[config.mk]
export PLATFORM = sky130hd
export DESIGN_NAME = led_stim_seq
export DESIGN_NICKNAME = d
export VERILOG_FILES = /design/src/rtl/reaction_pkg.sv /design/src/rtl/lfsr16.sv /design/src/rtl/led_stim_seq.sv
export SDC_FILE = /design/constraint.sdc
export NUM_CORES = 1
export LEC_CHECK = 0
export CORE_UTILIZATION = 43
export DETAILED_ROUTE_END_ITERATION = 6
export SLEW_MARGIN = 5
export SYNTH_ARGS = -nofsm -noshare
export SYNTH_HDL_FRONTEND = slang
export SYNTH_SLANG_ARGS = --single-unit
[constraint.sdc]
create_clock -name clk -period 2.8 [get_ports clk]
set_clock_uncertainty 0.1 [all_clocks]
set_input_delay 0.28 -clock clk [delete_from_list [all_inputs] [get_ports clk]]
set_output_delay 0.28 -clock clk [all_outputs]
set_load 0.02 [all_outputs]
[src/rtl/reaction_pkg.sv]
// Shared definitions for the reaction-timer stimulus blocks: FSM encoding,
// LFSR seed/taps and the reaction-time width.
package reaction_pkg;

  typedef enum logic [1:0] {
    IDLE       = 2'd0,
    WAIT_DELAY = 2'd1,
    ARMED      = 2'd2,
    DONE       = 2'd3
  } state_t;

  localparam logic [15:0] LFSR_SEED = 16'hACE1;
  // Bits 15,13,12,10 of a left-shifting register, i.e. taps 16,14,13,11.
  localparam logic [15:0] LFSR_TAPS = 16'b1011_0100_0000_0000;

  localparam int REACT_W = 14;

  function automatic logic [3:0] onehot4(input logic [1:0] idx);
    return 4'b0001 << idx;
  endfunction

endpackage

[src/rtl/lfsr16.sv]
// Free-running 16-bit Fibonacci LFSR, shifting left every cycle out of reset.
module lfsr16
  import reaction_pkg::*;
(
  input  logic        clk,
  input  logic        rst,
  output logic [15:0] q
);

  logic [15:0] q_q;
  logic [15:0] q_d;

  always_comb begin
    q_d = {q_q[14:0], ^(q_q & LFSR_TAPS)};
  end

  always_ff @(posedge clk) begin
    if (rst) begin
      q_q <= LFSR_SEED;
    end else begin
      q_q <= q_d;
    end
  end

  assign q = q_q;

endmodule

[src/rtl/led_stim_seq.sv]
// Reaction-timer stimulus sequencer: random delay, LED pick, ms reaction timing.
// Define LED_STIM_BEST_EN to add the best_ms output (fastest hit since reset).
module led_stim_seq
  import reaction_pkg::*;
#(
  parameter int TICK_DIV     = 50000,
  parameter int DELAY_MIN_MS = 1000,
  parameter int DELAY_BITS   = 11,
  parameter int TIMEOUT_MS   = 2000
) (
  input  logic               clk,
  input  logic               rst,
  input  logic               start,
  input  logic [3:0]         btn,
  output logic [1:0]         led_sel,
  output logic               led_on,
  output logic               busy,
  output logic               done,
  output logic               hit,
  output logic               early,
  output logic               timeout,
  output logic [REACT_W-1:0] react_ms
`ifdef LED_STIM_BEST_EN
  ,
  output logic [REACT_W-1:0] best_ms
`endif
);

  localparam int TICK_W = $clog2(TICK_DIV);
  localparam int DLY_W  = $clog2(DELAY_MIN_MS + (1 << DELAY_BITS));

  logic [15:0] lfsr_q;
  logic        lfsr_unused;

  lfsr16 u_lfsr (
    .clk (clk),
    .rst (rst),
    .q   (lfsr_q)
  );

  // Only the top two bits and the delay bits are consumed.
  assign lfsr_unused = ^lfsr_q;

  state_t               state_q, state_d;
  logic [TICK_W-1:0]    tick_cnt_q, tick_cnt_d;
  logic [DLY_W-1:0]     dly_q, dly_d;
  logic [1:0]           led_sel_q, led_sel_d;
  logic                 led_on_q, led_on_d;
  logic                 busy_q, busy_d;
  logic                 done_q, done_d;
  logic                 hit_q, hit_d;
  logic                 early_q, early_d;
  logic                 timeout_q, timeout_d;
  logic [REACT_W-1:0]   react_q, react_d;
  logic                 tick;

  assign tick = (tick_cnt_q == TICK_W'(TICK_DIV - 1));

  always_comb begin
    state_d    = state_q;
    tick_cnt_d = tick ? '0 : tick_cnt_q + TICK_W'(1);
    dly_d      = dly_q;
    led_sel_d  = led_sel_q;
    hit_d      = hit_q;
    early_d    = early_q;
    timeout_d  = timeout_q;
    react_d    = react_q;

    case (state_q)
      IDLE: begin
        if (start) begin
          led_sel_d  = lfsr_q[15:14];
          dly_d      = DLY_W'(DELAY_MIN_MS) + DLY_W'(lfsr_q[DELAY_BITS-1:0]);
          hit_d      = 1'b0;
          early_d    = 1'b0;
          timeout_d  = 1'b0;
          react_d    = '0;
          tick_cnt_d = '0;
          state_d    = WAIT_DELAY;
        end
      end
      WAIT_DELAY: begin
        if (btn != 4'b0000) begin
          early_d = 1'b1;
          state_d = DONE;
        end else if (tick) begin
          dly_d = dly_q - DLY_W'(1);
          // The divider wraps to zero on this tick, so ARMED starts a fresh ms.
          if (dly_q <= DLY_W'(1)) begin
            state_d = ARMED;
          end
        end
      end
      ARMED: begin
        if (tick) begin
          react_d = react_q + REACT_W'(1);
        end
        // A press beats a timeout landing on the same tick.
        if (btn != 4'b0000) begin
          hit_d   = (btn == onehot4(led_sel_q));
          state_d = DONE;
        end else if (react_d == REACT_W'(TIMEOUT_MS)) begin
          timeout_d = 1'b1;
          state_d   = DONE;
        end
      end
      DONE: begin
        state_d = IDLE;
      end
      default: begin
        state_d = IDLE;
      end
    endcase

    led_on_d = (state_d == ARMED);
    busy_d   = (state_d == WAIT_DELAY) || (state_d == ARMED);
    done_d   = (state_d == DONE);
  end

  always_ff @(posedge clk) begin
    if (rst) begin
      state_q    <= IDLE;
      tick_cnt_q <= '0;
      dly_q      <= '0;
      led_sel_q  <= 2'b00;
      led_on_q   <= 1'b0;
      busy_q     <= 1'b0;
      done_q     <= 1'b0;
      hit_q      <= 1'b0;
      early_q    <= 1'b0;
      timeout_q  <= 1'b0;
      react_q    <= '0;
    end else begin
      state_q    <= state_d;
      tick_cnt_q <= tick_cnt_d;
      dly_q      <= dly_d;
      led_sel_q  <= led_sel_d;
      led_on_q   <= led_on_d;
      busy_q     <= busy_d;
      done_q     <= done_d;
      hit_q      <= hit_d;
      early_q    <= early_d;
      timeout_q  <= timeout_d;
      react_q    <= react_d;
    end
  end

  assign led_sel  = led_sel_q;
  assign led_on   = led_on_q;
  assign busy     = busy_q;
  assign done     = done_q;
  assign hit      = hit_q;
  assign early    = early_q;
  assign timeout  = timeout_q;
  assign react_ms = react_q;

`ifdef LED_STIM_BEST_EN
  logic [REACT_W-1:0] best_q, best_d;

  // Updated while in DONE, when hit/react_ms already hold the finished round.
  always_comb begin
    best_d = best_q;
    if ((state_q == DONE) && hit_q && (react_q < best_q)) begin
      best_d = react_q;
    end
  end

  always_ff @(posedge clk) begin
    if (rst) begin
      best_q <= {REACT_W{1'b1}};
    end else begin
      best_q <= best_d;
    end
  end

  assign best_ms = best_q;
`else
  // No best-time tracking in this build.
`endif

endmodule

==> flow_summary_export.csv <==
group,metric,value,unit
logic_synthesis,synth_area,3590,sq um
die,ios,29,
clocking,cts_tree,"done",
sta,timing.fmax,365,MHz
placed_design,io_buffer_count,28,
global_route,grt_overflow,0,
logic_synthesis,synth_warnings,0,
logic_synthesis,async_flop_share,0,%
worst_setup_path,cp.arrival,2880,ps
worst_setup_path,critPathKind,"reg2reg",
sta,maxSlewViolCount,0,
worst_setup_path,critical-path-slowest-cell,"or4_1",
logic_synthesis,synth_seq_cells,68,
worst_setup_path,cp-start-kind,"register",
sta,hold_violations,0,
run,cap_violations,0,
finish,post-route-util,57.1,%
routing,wirelength,9.07,mm
sta,timing.final.crit_share,97.9,%
routing,vias,3428,
die,die_height,93.3,microns
worst_hold_path,hold_class,"in2reg",
sta,fin_crit,2740,ps
run_status,status,"finished, final reports clean",
clocking,clkTransAtPathRegs,80,ps
pwr,max-vdd-ir-drop,0.000293,V
routing,viasPerCell,5.71,
routing,detail_route.wl_per_cell,15.1,microns
finish,nNetsFinal,507,
finish,syn_to_final_growth,25.6,%
finish,drive_gt1_share,18.7,%
pwr,leakage,0.00159,uW
global_route,grt_pass1_wl,14.8,mm
sta,slew_headroom,53.7,%
die,die_area,8710,sq um
logic_synthesis,syn-instance-count,436,
clocking,numCtsBuffers,9,
global_route,grt_pass1_vias,3067,
die,num_rows,32,
die,initial_core_util,45.5,%
logic_synthesis,synth_fp_nets,450,
routing,drtIter0Drc,108,
placed_design,gp_congestion,0.900,
worst_setup_path,crit_chain,"ha_4 -> or3b_2 -> o311a_1 -> or4_1 -> a2bb2oi_2 -> nand4_2 -> a31o_1 -> ha_1 -> nor2_1",
global_route,antenna_found_initial,0,
worst_setup_path,slowest_delay,530,ps
sta,setup_viol,0,
logic_synthesis,synth_area_per_cell,8.23,sq um
worst_setup_path,worst_setup_path_end_kind,"register",
routing,drc,0,
worst_setup_path,crit_required,2940,ps
sta,worstMarginPinSlew,688,ps
routing,ant_nets,0,
clocking,h-tree-depth,3,
routing,firstDrtPassIters,4,
logic_synthesis,synth-seq-area-share,37.9,%
clocking,clk_path_buf_depth,2,
logic_synthesis,synth_enable_flop_cells,0,
sta,whs,255,ps
finish,final_common_cell,"dfxtp_1",
finish,diodes,0,
clocking,ctsRootBufferMaster,"clkbuf_8",
placed_design,hpwlAfterDp,6.36,mm
die,fp.dieW,93.3,microns
die,coreArea,7890,sq um
global_route,grt_max_degree,30,
logic_synthesis,synth.distinct_cells,63,
worst_setup_path,worst-path-max-fanout,6,
sta,rsz0062_at_grt,"yes",
finish,final_cell_mix,"64 x dfxtp_1, 54 x nor2_1, 37 x nand2_1, 37 x buf_4, 28 x a21oi_1",
clocking,clk_latency,360,ps
logic_synthesis,ys.flop_type,"dfxtp_1",
global_route,track_usage,21.8,%
pwr,power_density,524,nW/um^2
clocking,cts.sinks,68,
## kinds of logic after synthesis
kind of cell | after synthesis | synth area share, %
simple gates | 198 | 30.3
xor+xnor | 23 | 5.62
compound gates | 109 | 20.2
fa+ha+maj | 7 | 2.44
buf+inv | 30 | 3.21
mux | 1 | 0.279
flops | 68 | 37.9
## what timing repair did
action	CTS	global route
setup buffers	0	3
setup endpoints to repair	3	3
hold buffers	0	0
resized for setup	2	11
pin swaps	0	10
## metal layers
metal / track usage [%] / vias to the layer above / wire, microns
met1: 29.4 / 1637 / 4290
met5: 0 / - / 0
li1: - / 1712 / -
met4: 8.59 / 0 / 121
met2: 34.3 / 67 / 4230
met3: 4.15 / 12 / 425
## cell type report
class                           instances  area, sq um
Clock buffer                           10          138
Clock inverter                          6         85.1
Fill cell                             740         3380
Inverter                                8         30.0
Multi-Input combinational cell        338         2150
Sequential cell                        68         1370
Tap cell                              102          128
Timing Repair Buffer                   68          596
## where the power goes
part	switching, uW	internal (uW)
clock	406	526
sequential	47.3	1010
combinational	214	153
total	668	1690
## synthesized netlist by cell type (all sizes together), types with 3 or more instances
cell	n	area, sq um
o21ai	29	145
nand4	9	62.6
or2	9	56.3
nor4	6	67.6
nand2b	3	18.8
a211oi	8	70.1
nor2b	14	87.6
nand3	21	105
a311oi	6	58.8
nor2	54	203
clkbuf	20	75.1
and3	4	25.0
nor3	13	65.1
and4	3	28.8
a21oi	29	149
nand2	37	139
xnor2	11	96.3
o31ai	6	45.0
a31oi	3	18.8
dfxtp	68	1360
or4	8	60.1
inv	8	30.0
a22oi	7	52.6
or3b	3	26.3
xor2	12	105
ha	7	87.6
## path summary, 6_finish.rpt
| kind | startpoint | slack [ps] | to | depth (start not counted) |
|---|---|---|---|---|
| max | react_ms[0] | 60 | busy | 9 |
| min | rst | 250 | react_ms[3] | 2 |
| max reg2reg | react_ms[0] | 60 | busy | 9 |
| min reg2reg | u_lfsr.q[14] | 360 | u_lfsr.q[15] | 1 |
## worst max-delay path: cells and delay by family (launching register included)
kind	cells	cell delay (ps)
and+or+nand+nor	4	1160
DFF	1	360
adders and majority gates	2	450
AOI/OAI and AO/OA	3	550
## sequential cells by signal, summed over array words and instances (netlist names)
name / cells
react_ms: 14
done: 1
early: 1
timeout: 1
dly_q: 12
state_q: 2
busy: 1
led_on: 1
tick_cnt_q: 16
led_sel: 2
u_lfsr.q: 16
hit: 1
## through the flow
step	cell area [sq um]	total power (uW)	setup WS, ps	std cells	setup TNS [ps]
floorplan	3600	1330	4.44	436	0
global placement	4200	1440	50.9	581	0
detailed placement	4200	1450	10.3	581	0
CTS	4430	2380	11.2	597	0
global route	4500	2470	-33.4	600	-82.9
finish	4500	2360	59.1	600	0
No activity file was read; power rests on OpenSTA's default activity.
